--- src/rtl/clint_timer.sv ---
// clint_timer: core-local interruptor with one shared 64-bit mtime (prescaled, freezable)
//   and NUM_HARTS sets of mtimecmp/msip driving per-hart timer and software interrupts.
// Ports: clk/rst (async active-high); cen_i/wen_i/addr_i/wdata_i/wstrb_i access request;
//   rdata_o/rvalid_o/err_o registered response one cycle later (never backpressures);
//   time_stop_i debug freeze; timer_int_o/soft_int_o per-hart interrupt lines.
module clint_timer #(
  parameter int          NUM_HARTS    = 1,
  parameter logic [63:0] BASE_ADDR    = 64'h0200_0000,
  parameter int          TICK_DIV     = 1,
  parameter logic [63:0] MTIMECMP_RST = 64'hFFFF_FFFF_FFFF_FFFF
) (
  input  logic                 clk,
  input  logic                 rst,
  input  logic                 cen_i,
  input  logic                 wen_i,
  input  logic [63:0]          addr_i,
  input  logic [63:0]          wdata_i,
  input  logic [7:0]           wstrb_i,
  input  logic                 time_stop_i,
  output logic [63:0]          rdata_o,
  output logic                 rvalid_o,
  output logic                 err_o,
  output logic [NUM_HARTS-1:0] timer_int_o,
  output logic [NUM_HARTS-1:0] soft_int_o
);

  localparam int               CNT_W   = (TICK_DIV > 1) ? $clog2(TICK_DIV) : 1;
  localparam logic [CNT_W-1:0] CNT_MAX = CNT_W'(TICK_DIV - 1);

  // Decode works on 8-byte word offsets from the window base.
  localparam logic [60:0] CMP_WORD   = 61'h800;   // byte offset 0x4000
  localparam logic [60:0] MTIME_WORD = 61'h17FF;  // byte offset 0xBFF8
  localparam logic [60:0] NH_WORDS   = 61'(NUM_HARTS);

  logic [63:0]          mtime_q, mtime_d;
  logic [CNT_W-1:0]     cnt_q, cnt_d;
  logic [63:0]          mtimecmp_q [NUM_HARTS];
  logic [63:0]          mtimecmp_d [NUM_HARTS];
  logic [NUM_HARTS-1:0] msip_q, msip_d;
  logic [NUM_HARTS-1:0] tint_q, tint_d;
  logic [63:0]          rdata_q, rdata_d;
  logic                 rvalid_q;
  logic                 err_q, err_d;

  logic [60:0] word_off;
  logic [2:0]  hart_idx;
  logic        aligned;
  logic        sel_msip, sel_cmp, sel_mtime;
  logic        dec_err;
  logic        wr;
  logic [63:0] rd_val;

  // Byte-lane merge: only strobed lanes take the new data.
  function automatic logic [63:0] merge_bytes(input logic [63:0] old_val,
                                              input logic [63:0] new_val,
                                              input logic [7:0]  strb);
    logic [63:0] res;
    for (int i = 0; i < 8; i++) begin
      res[8*i +: 8] = strb[i] ? new_val[8*i +: 8] : old_val[8*i +: 8];
    end
    return res;
  endfunction

  // Address decode and read mux.
  always_comb begin
    word_off  = addr_i[63:3] - BASE_ADDR[63:3];
    aligned   = (addr_i[2:0] == 3'b000);
    sel_msip  = aligned && (word_off < NH_WORDS);
    sel_cmp   = aligned && (word_off >= CMP_WORD) && (word_off < CMP_WORD + NH_WORDS);
    sel_mtime = aligned && (word_off == MTIME_WORD);
    // Both hart banks start on a multiple of 8 words, so the low bits are the hart number.
    hart_idx  = word_off[2:0];
    dec_err   = !(sel_msip || sel_cmp || sel_mtime);
    wr        = cen_i && wen_i && !dec_err;

    rd_val = '0;
    if (sel_mtime) begin
      rd_val = mtime_q;
    end
    for (int h = 0; h < NUM_HARTS; h++) begin
      if (hart_idx == 3'(h)) begin
        if (sel_msip) rd_val = {63'd0, msip_q[h]};
        if (sel_cmp)  rd_val = mtimecmp_q[h];
      end
    end
  end

  // mtime and prescaler. A (non-empty) mtime write overrides any increment in the
  // same cycle and restarts the prescaler phase, even while frozen.
  always_comb begin
    mtime_d = mtime_q;
    cnt_d   = cnt_q;
    if (wr && sel_mtime && (wstrb_i != 8'h00)) begin
      mtime_d = merge_bytes(mtime_q, wdata_i, wstrb_i);
      cnt_d   = '0;
    end else if (!time_stop_i) begin
      if (cnt_q == CNT_MAX) begin
        mtime_d = mtime_q + 64'd1;
        cnt_d   = '0;
      end else begin
        cnt_d = cnt_q + CNT_W'(1);
      end
    end
  end

  // Per-hart registers and interrupt compare (on current register values).
  always_comb begin
    for (int h = 0; h < NUM_HARTS; h++) begin
      msip_d[h]     = msip_q[h];
      mtimecmp_d[h] = mtimecmp_q[h];
      if (wr && (hart_idx == 3'(h))) begin
        if (sel_msip && wstrb_i[0]) msip_d[h] = wdata_i[0];
        if (sel_cmp) mtimecmp_d[h] = merge_bytes(mtimecmp_q[h], wdata_i, wstrb_i);
      end
      tint_d[h] = (mtime_q >= mtimecmp_q[h]);
    end
  end

  // Response: read data is the pre-write value; rd_val is already zero on decode errors.
  always_comb begin
    rdata_d = cen_i ? rd_val : rdata_q;
    err_d   = cen_i && dec_err;
  end

  always_ff @(posedge clk or posedge rst) begin
    if (rst) begin
      mtime_q  <= '0;
      cnt_q    <= '0;
      msip_q   <= '0;
      tint_q   <= '0;
      rdata_q  <= '0;
      rvalid_q <= 1'b0;
      err_q    <= 1'b0;
      for (int h = 0; h < NUM_HARTS; h++) begin
        mtimecmp_q[h] <= MTIMECMP_RST;
      end
    end else begin
      mtime_q  <= mtime_d;
      cnt_q    <= cnt_d;
      msip_q   <= msip_d;
      tint_q   <= tint_d;
      rdata_q  <= rdata_d;
      rvalid_q <= cen_i;
      err_q    <= err_d;
      for (int h = 0; h < NUM_HARTS; h++) begin
        mtimecmp_q[h] <= mtimecmp_d[h];
      end
    end
  end

  assign rdata_o     = rdata_q;
  assign rvalid_o    = rvalid_q;
  assign err_o       = err_q;
  assign timer_int_o = tint_q;
  assign soft_int_o  = msip_q;

endmodule
--- config.mk ---
export PLATFORM = sky130hd
export DESIGN_NAME = clint_timer
export DESIGN_NICKNAME = d
export VERILOG_FILES = /design/src/rtl/clint_timer.sv
export SDC_FILE = /design/constraint.sdc
export NUM_CORES = 1
export LEC_CHECK = 0
export ABC_AREA = 1
export BUFFER_PORTS_ARGS = -buffer_cell sky130_fd_sc_hd__clkbuf_2
export CORE_ASPECT_RATIO = 1.2
export CORE_MARGIN = 2
export CORE_UTILIZATION = 25
export DETAILED_ROUTE_END_ITERATION = 10
export GPL_TIMING_DRIVEN = 1
export PLACE_DENSITY = 0.48
export REMOVE_ABC_BUFFERS = 1
export SLEW_MARGIN = 25
export SYNTH_ARGS = -nofsm -noshare
export SYNTH_HDL_FRONTEND = slang
export SYNTH_SLANG_ARGS = --single-unit
export TNS_END_PERCENT = 5
--- constraint.sdc ---
create_clock -name clk -period 18.1 [get_ports clk]
set_clock_uncertainty 0.2 [all_clocks]
set_input_delay 0.905 -clock clk [delete_from_list [all_inputs] [get_ports clk]]
set_output_delay 0.905 -clock clk [all_outputs]
set_load 0.02 [all_outputs]
**Word-level counts from Yosys, hierarchy flattened**

Cells that the tools add are included.
W data, S select, Z words.

- RAM bits: 0
- Memories kept: 0
- Register bits: 197
- Input port bits: 141
- Bits in read-only memories: 0
- Word-level logic and storage cells: 92
- Output and inout port bits: 68
- Bits in latches: 0

- Add/subtract/negate cells: 3
- Reduce and logical (&&, ||, !) cells: 34
- Bitwise gates (word level): 0
- $mul: 0
- Equal/unequal tests: 11
- Shifts and indexed selects: 0
- Divide/modulo/power cells: 0
- $lt $le $gt $ge: 4
- Mux-type cells: 18

Operators by type and width:

| cell | count |
|---|---|
| $mux W64 | 7 |
| $add A64 B1 Y64 const B | 1 |
| $ge A64 B64 Y1 | 1 |
| $mux W8 | 8 |
| $eq A61 B13 Y1 const B | 1 |
| $ge A61 B12 Y1 const B | 1 |
| $lt A61 B1 Y1 const B | 1 |
| $lt A61 B12 Y1 const B | 1 |
| $sub A61 B23 Y61 const B | 1 |
| $reduce_and A3 Y1 | 16 |
| $ne A2 B2 Y1 const B | 8 |
| $logic_and A1 B1 Y1 | 11 |
| $reduce_bool A8 Y1 | 1 |
| $logic_not A3 Y1 | 2 |
| $ne A2 B1 Y1 const B | 2 |
| $mux W1 | 3 |
| $logic_or A1 B1 Y1 | 2 |
| $reduce_and A2 Y1 | 1 |
| $add A1 B1 Y1 const B | 1 |
| $logic_not A1 Y1 | 1 |

**Logic depth before layout (Yosys ltp)**

- Depth in word-level cells: 11
- Depth in mapped cells: 22

**Worst setup path before layout**

OpenSTA, ideal clock, no wires.

- Path type: input to register
- Start point: in addr_i[25]
- End point: reg mtime_q[36]
- Data required time: 17.787 ns
- Arrival: 3.258 ns
- Stages on the path: 20
- Slack: 14.529 ns
- Buffers on the path: 2
- Library setup time: 0.113 ns
- Cell sequence: inv_1 ha_1 nand2_1 nor2_4 nand2_1 nor2_1 xor2_1 nand2_1 nor2_1 nand3_1 nor2_1 nand2_1 nor2_4 nand3_1 buf_2 clkbuf_1 o21ai_0 nand2_1 nand2_1 inv_1

- Longest elaborated chain between the ends: 11
- Elaborated cells on any way between the ends: 19
- Those cells by class: 1 x add/sub; 3 x order compare; 4 x eq/ne; 1 x mux; 10 x reduce/logical

RTL lines:

| element | line | RTL |
|---|---|---|
| start, declared | 16 | `input logic [63:0] addr_i,` |
| $sub A61 B23 Y61 (*) | 66 | `word_off = addr_i[63:3] - BASE_ADDR[63:3];` |
| $ge A61 B12 Y1 | 69 | `sel_cmp = aligned && (word_off >= CMP_WORD) && (word_off < CMP_WORD + NH_WORDS);` |
| $logic_and A1 B1 Y1 (2 in series) | 69 |  |
| $logic_or A1 B1 Y1 (2 in series) | 73 | `dec_err = !(sel_msip \|\| sel_cmp \|\| sel_mtime);` |
| $logic_and A1 B1 Y1 | 74 | `wr = cen_i && wen_i && !dec_err;` |
| $logic_and A1 B1 Y1 (*) (2 in series) | 93 | `if (wr && sel_mtime && (wstrb_i != 8'h00)) begin` |
| $ne A2 B2 Y1 (no source line) / $ne A2 B1 Y1 (equally long branches) | n/a |  |
| $reduce_and A3 Y1 (no source line) | n/a |  |
| end signal, assigned | 138 | `mtime_q <= mtime_d;` |
| end, declared | 35 | `logic [63:0] mtime_q, mtime_d;` |

Mark *: on every way between the ends. The rest lies on a longest branch, timed or not.
A chain may end at the register's enable or synchronous reset.

**Final worst setup path**

- Start point: in addr_i[42]
- End point: reg mtime_q[1]

- Longest elaborated chain between the ends: 11
- Elaborated cells on any way between the ends: 19
- Those cells by class: 1 x add/sub; 3 x order compare; 4 x eq/ne; 1 x mux; 10 x reduce/logical

RTL lines:

| element | line |
|---|---|
| $sub A61 B23 Y61 (*) | 66 |
| $ge A61 B12 Y1 | 69 |
| $logic_and A1 B1 Y1 (2 in series) | 69 |
| $logic_or A1 B1 Y1 (2 in series) | 73 |
| $logic_and A1 B1 Y1 | 74 |
| $logic_and A1 B1 Y1 (*) (2 in series) | 93 |
| $ne A2 B1 Y1 (no source line) / $ne A2 B2 Y1 (equally long branches) | n/a |
| $reduce_and A3 Y1 (no source line) | n/a |

Marks and branches as above.

==> flow_metrics.env <==
export IMPL_io_pins=209
export IMPL_crit_fanout=79
export IMPL_synthesis_area_mm2=0.0142
export IMPL_tns_ns=0
export IMPL_die_h_um=265
export IMPL_max_freq_ghz=0.200
export IMPL_synth_top_area_cell="dfrtp_1"
export IMPL_cts_tree="yes"
export IMPL_antenna_found_initial=3
export IMPL_crit_type="in -> reg"
export IMPL_io_buffers=208
export IMPL_rows=95
export IMPL_grt_max_degree=85
export IMPL_path_clk_slew_ns=0.07
export IMPL_period_minus_slack_ns=4.99
export IMPL_multiInputGateArea_mm2=0.00768
export IMPL_cp_depth=19
export IMPL_layout_cells_non_filler=3017
export IMPL_pwr_density_cell_mw_per_mm2=69.7
export IMPL_regArea_mm2=0.00498
export IMPL_start_util_pct=25.3
export IMPL_p_leak_nw=8.04
export IMPL_min_delay_path_depth=2
export IMPL_synth_yosys_seq_area_share_pct=35.1
export IMPL_finalNetCount=2485
export IMPL_crit_required_ns=18.28
export IMPL_clockBufferDepth=2
export IMPL_cts_root_buf="clkbuf_16"
export IMPL_grt_pass1_wl_mm=84.0
export IMPL_synth_edff_count=0
export IMPL_cts_resized=0
export IMPL_numCtsBuffers=17
export IMPL_grt_total_usage_pct=18.5
export IMPL_status="finished, violations left"
export IMPL_final_period_utilization_pct=27.6
export IMPL_cts_setup_buffers=0
export IMPL_setup_worst_path_end_class="flip-flop"
export IMPL_crit_chain="clkbuf_2 -> nor2_1 -> nand2_1 -> nor2_1 -> nand2_1 -> nor2_1 -> nand3_1 -> o21ai_0 -> nor2_1 -> nand2_1 -> nor2_1 -> nand2_1 -> nor2_4 -> nand3_2 -> buf_4 -> nand2_1 -> o21ai_1 -> inv_1 -> o21ai_0"
export IMPL_synth_area_leaders="dfrtp_1 23%, nand2_1 13%, dfstp_2 12%"
export IMPL_finalHoldViolations=0
export IMPL_antenna_cells=0
export IMPL_fp_coreArea_mm2=0.0561
export IMPL_dieArea_mm2=0.0588
export IMPL_dp_cells=2985
export IMPL_clkSinkCount=196
export IMPL_rrSetupSlack_ns=14.20
export IMPL_vdd_drop_max_v=0.0000552
export IMPL_maxCapViolCount=0
export IMPL_postCtsHoldBufs=0
export IMPL_wl_per_cell_um=18.1
export IMPL_clock_latency_ns=0.47
export IMPL_overflow=0
export IMPL_via_per_inst=4.79
export IMPL_routed_wl_mm=54.5
export IMPL_num_fill_cells=6288
export IMPL_synthFlopType="dfrtp_1"
export IMPL_die_x_um=222
export IMPL_ant_nets=0
export IMPL_yosysTopAreaCellShare_pct=23.2
export IMPL_ys_seq_elements=196
export IMPL_critPathLaunchType="input port"
export IMPL_slew_headroom_pct=42.0
export IMPL_async_reset_ff_share_pct=100
export IMPL_syn2layout_area_growth_pct=16.6
export IMPL_final_layout_size_suffix_gt1_share_pct=15.0
export IMPL_violations="design-rule violations"
export IMPL_setup_viol=0
export IMPL_yosysUniqueCellTypes=43
export IMPL_synth_warnings=0
export IMPL_critPathMaxStageDelay_ns=0.64
export IMPL_rsz0062_at_grt="false"
export IMPL_tightest_slew_ns=0.864
export IMPL_place_congestion=0.914
export IMPL_cp_arrival_ns=5.17
export IMPL_synth_cells=2101
export IMPL_grt_pass1_vias=14315
export IMPL_drc=16
export IMPL_reg2reg_depth=15
export IMPL_hpwl_mm=42.7
export IMPL_min_path_type="reg -> reg"
export IMPL_syn_avg_cell_area_um2=6.76
export IMPL_critPathTopFamily="simple AND/OR/NAND/NOR gates"
export IMPL_first_pass_iters=8
export IMPL_drt_iter0_drc=915
export IMPL_crit_path_top_delay_cell="o21ai_1"
export IMPL_crit_buf_inv=3
export IMPL_htreeDepth=4
export IMPL_vias=14464
export IMPL_final_max_slew_viol_count=0
==> flip-flops by register name, summed over array words and instances, names as in the netlist <==
| register | flops |
|---|---|
| mtime_q | 64 |
| soft_int_o | 1 |
| mtimecmp_q | 64 |
| err_o | 1 |
| rdata_o | 64 |
| timer_int_o | 1 |
| rvalid_o | 1 |
==> final cells by class <==
| cell class | count | area share (%) |
|---|---|---|
| flip-flops and latches | 196 | 30.1 |
| inverters | 346 | 7.88 |
| multi-input cells | 1496 | 46.3 |
| well taps | 727 | 5.49 |
| repair buffers | 220 | 6.84 |
| clock buffers | 22 | 2.74 |
| clock inverters | 10 | 0.619 |
==> worst min-delay path, delay by kind of cell (launching register included) <==
family / cells / cell delay (ns)
flops: 1 / 0.37
simple gates: 2 / 0.09
==> layout by cell type, fill, tap and decap left out, types with 2 or more instances in the layout <==
master and count:
and2_1 3, nand3_1 103, o21a_1 2, o31ai_1 2
nor3_1 46, buf_4 13, nor2_1 251, clkbuf_1 4
nor4_1 23, o22ai_1 56, clkinvlp_4 2, clkbuf_16 17
nor2_4 3, nand3b_1 8, xor2_1 48, o21ai_0 167
inv_6 2, o221a_2 3, nand4_1 96, dfrtp_1 132
inv_1 339, dfstp_2 64, and3_1 2, a211oi_1 5
or2_2 5, nand2_1 502, o211ai_1 11, ha_1 67
clkinv_4 4, xnor2_1 9, clkbuf_2 207, nor2_2 8
o21ai_1 28, inv_2 6, nand3_2 2, a21oi_1 32
o21bai_1 3
==> Yosys cell counts (all sizes together), types with 3 or more instances <==
| cell type | count |
|---|---|
| or2 | 5 |
| o221a | 3 |
| o22ai | 56 |
| nand4 | 97 |
| ha | 67 |
| buf | 16 |
| nand2 | 502 |
| o21bai | 3 |
| dfstp | 64 |
| nor2 | 262 |
| nor4 | 23 |
| xor2 | 48 |
| clkbuf | 47 |
| nand3 | 105 |
| a211oi | 5 |
| xnor2 | 9 |
| and2 | 3 |
| o211ai | 11 |
| o21ai | 195 |
| nand3b | 8 |
| inv | 346 |
| a21oi | 32 |
| nor3 | 47 |
| dfrtp | 132 |
==> report_power, final <==
part	switching, W	total (W)	internal (W)
logic	0.000164	0.000257	0.0000925
registers	0.0000429	0.000514	0.000472
clock network	0.000188	0.000383	0.000195
total	0.000395	0.00115	0.000759
==> final timing paths <==
check	from	end
max in group asynchronous	rst	mtime_q[15]
min	mtimecmp_q[28]	mtimecmp_q[28]
max	addr_i[42]	mtime_q[1]
max reg2reg	mtime_q[2]	mtime_q[57]
min in group asynchronous	rst	rvalid_o
min reg2reg	mtimecmp_q[28]	mtimecmp_q[28]
==> cell families (layout without fill, tap and decap cells) <==
logic type	Yosys count	in the layout	share of synthesized area, %
xor+xnor	57	57	3.51
fa+ha+maj	67	67	5.90
buf+inv	409	598	11.0
compound gates	313	313	12.1
flops	196	196	35.1
simple gates	1059	1059	32.4
==> metrics by stage <==
step	util [%]	power (W)	setup WS (ns)	instance area, um^2	hold WS (ns)
3_3_place_gp	28.5	0.000777	12.71	16000	0.249
5_1_grt	29.5	0.00122	12.68	16600	0.277
6_report	29.5	0.00115	13.11	16600	0.263
2_1_floorplan	-	0.000674	11.76	13900	0.244
3_5_place_dp	28.5	0.000780	12.65	16000	0.252
4_1_cts	29.5	0.00117	13.17	16600	0.264
==> layer usage <==
metal,up-vias,GRT usage [%],wire (um)
met5,-,0,38
met4,6,7.23,1890
met3,78,3.41,2830
met2,380,32.1,26400
met1,6802,22.8,23400
li1,7198,-,-
Power figures use the tool's default switching activity.
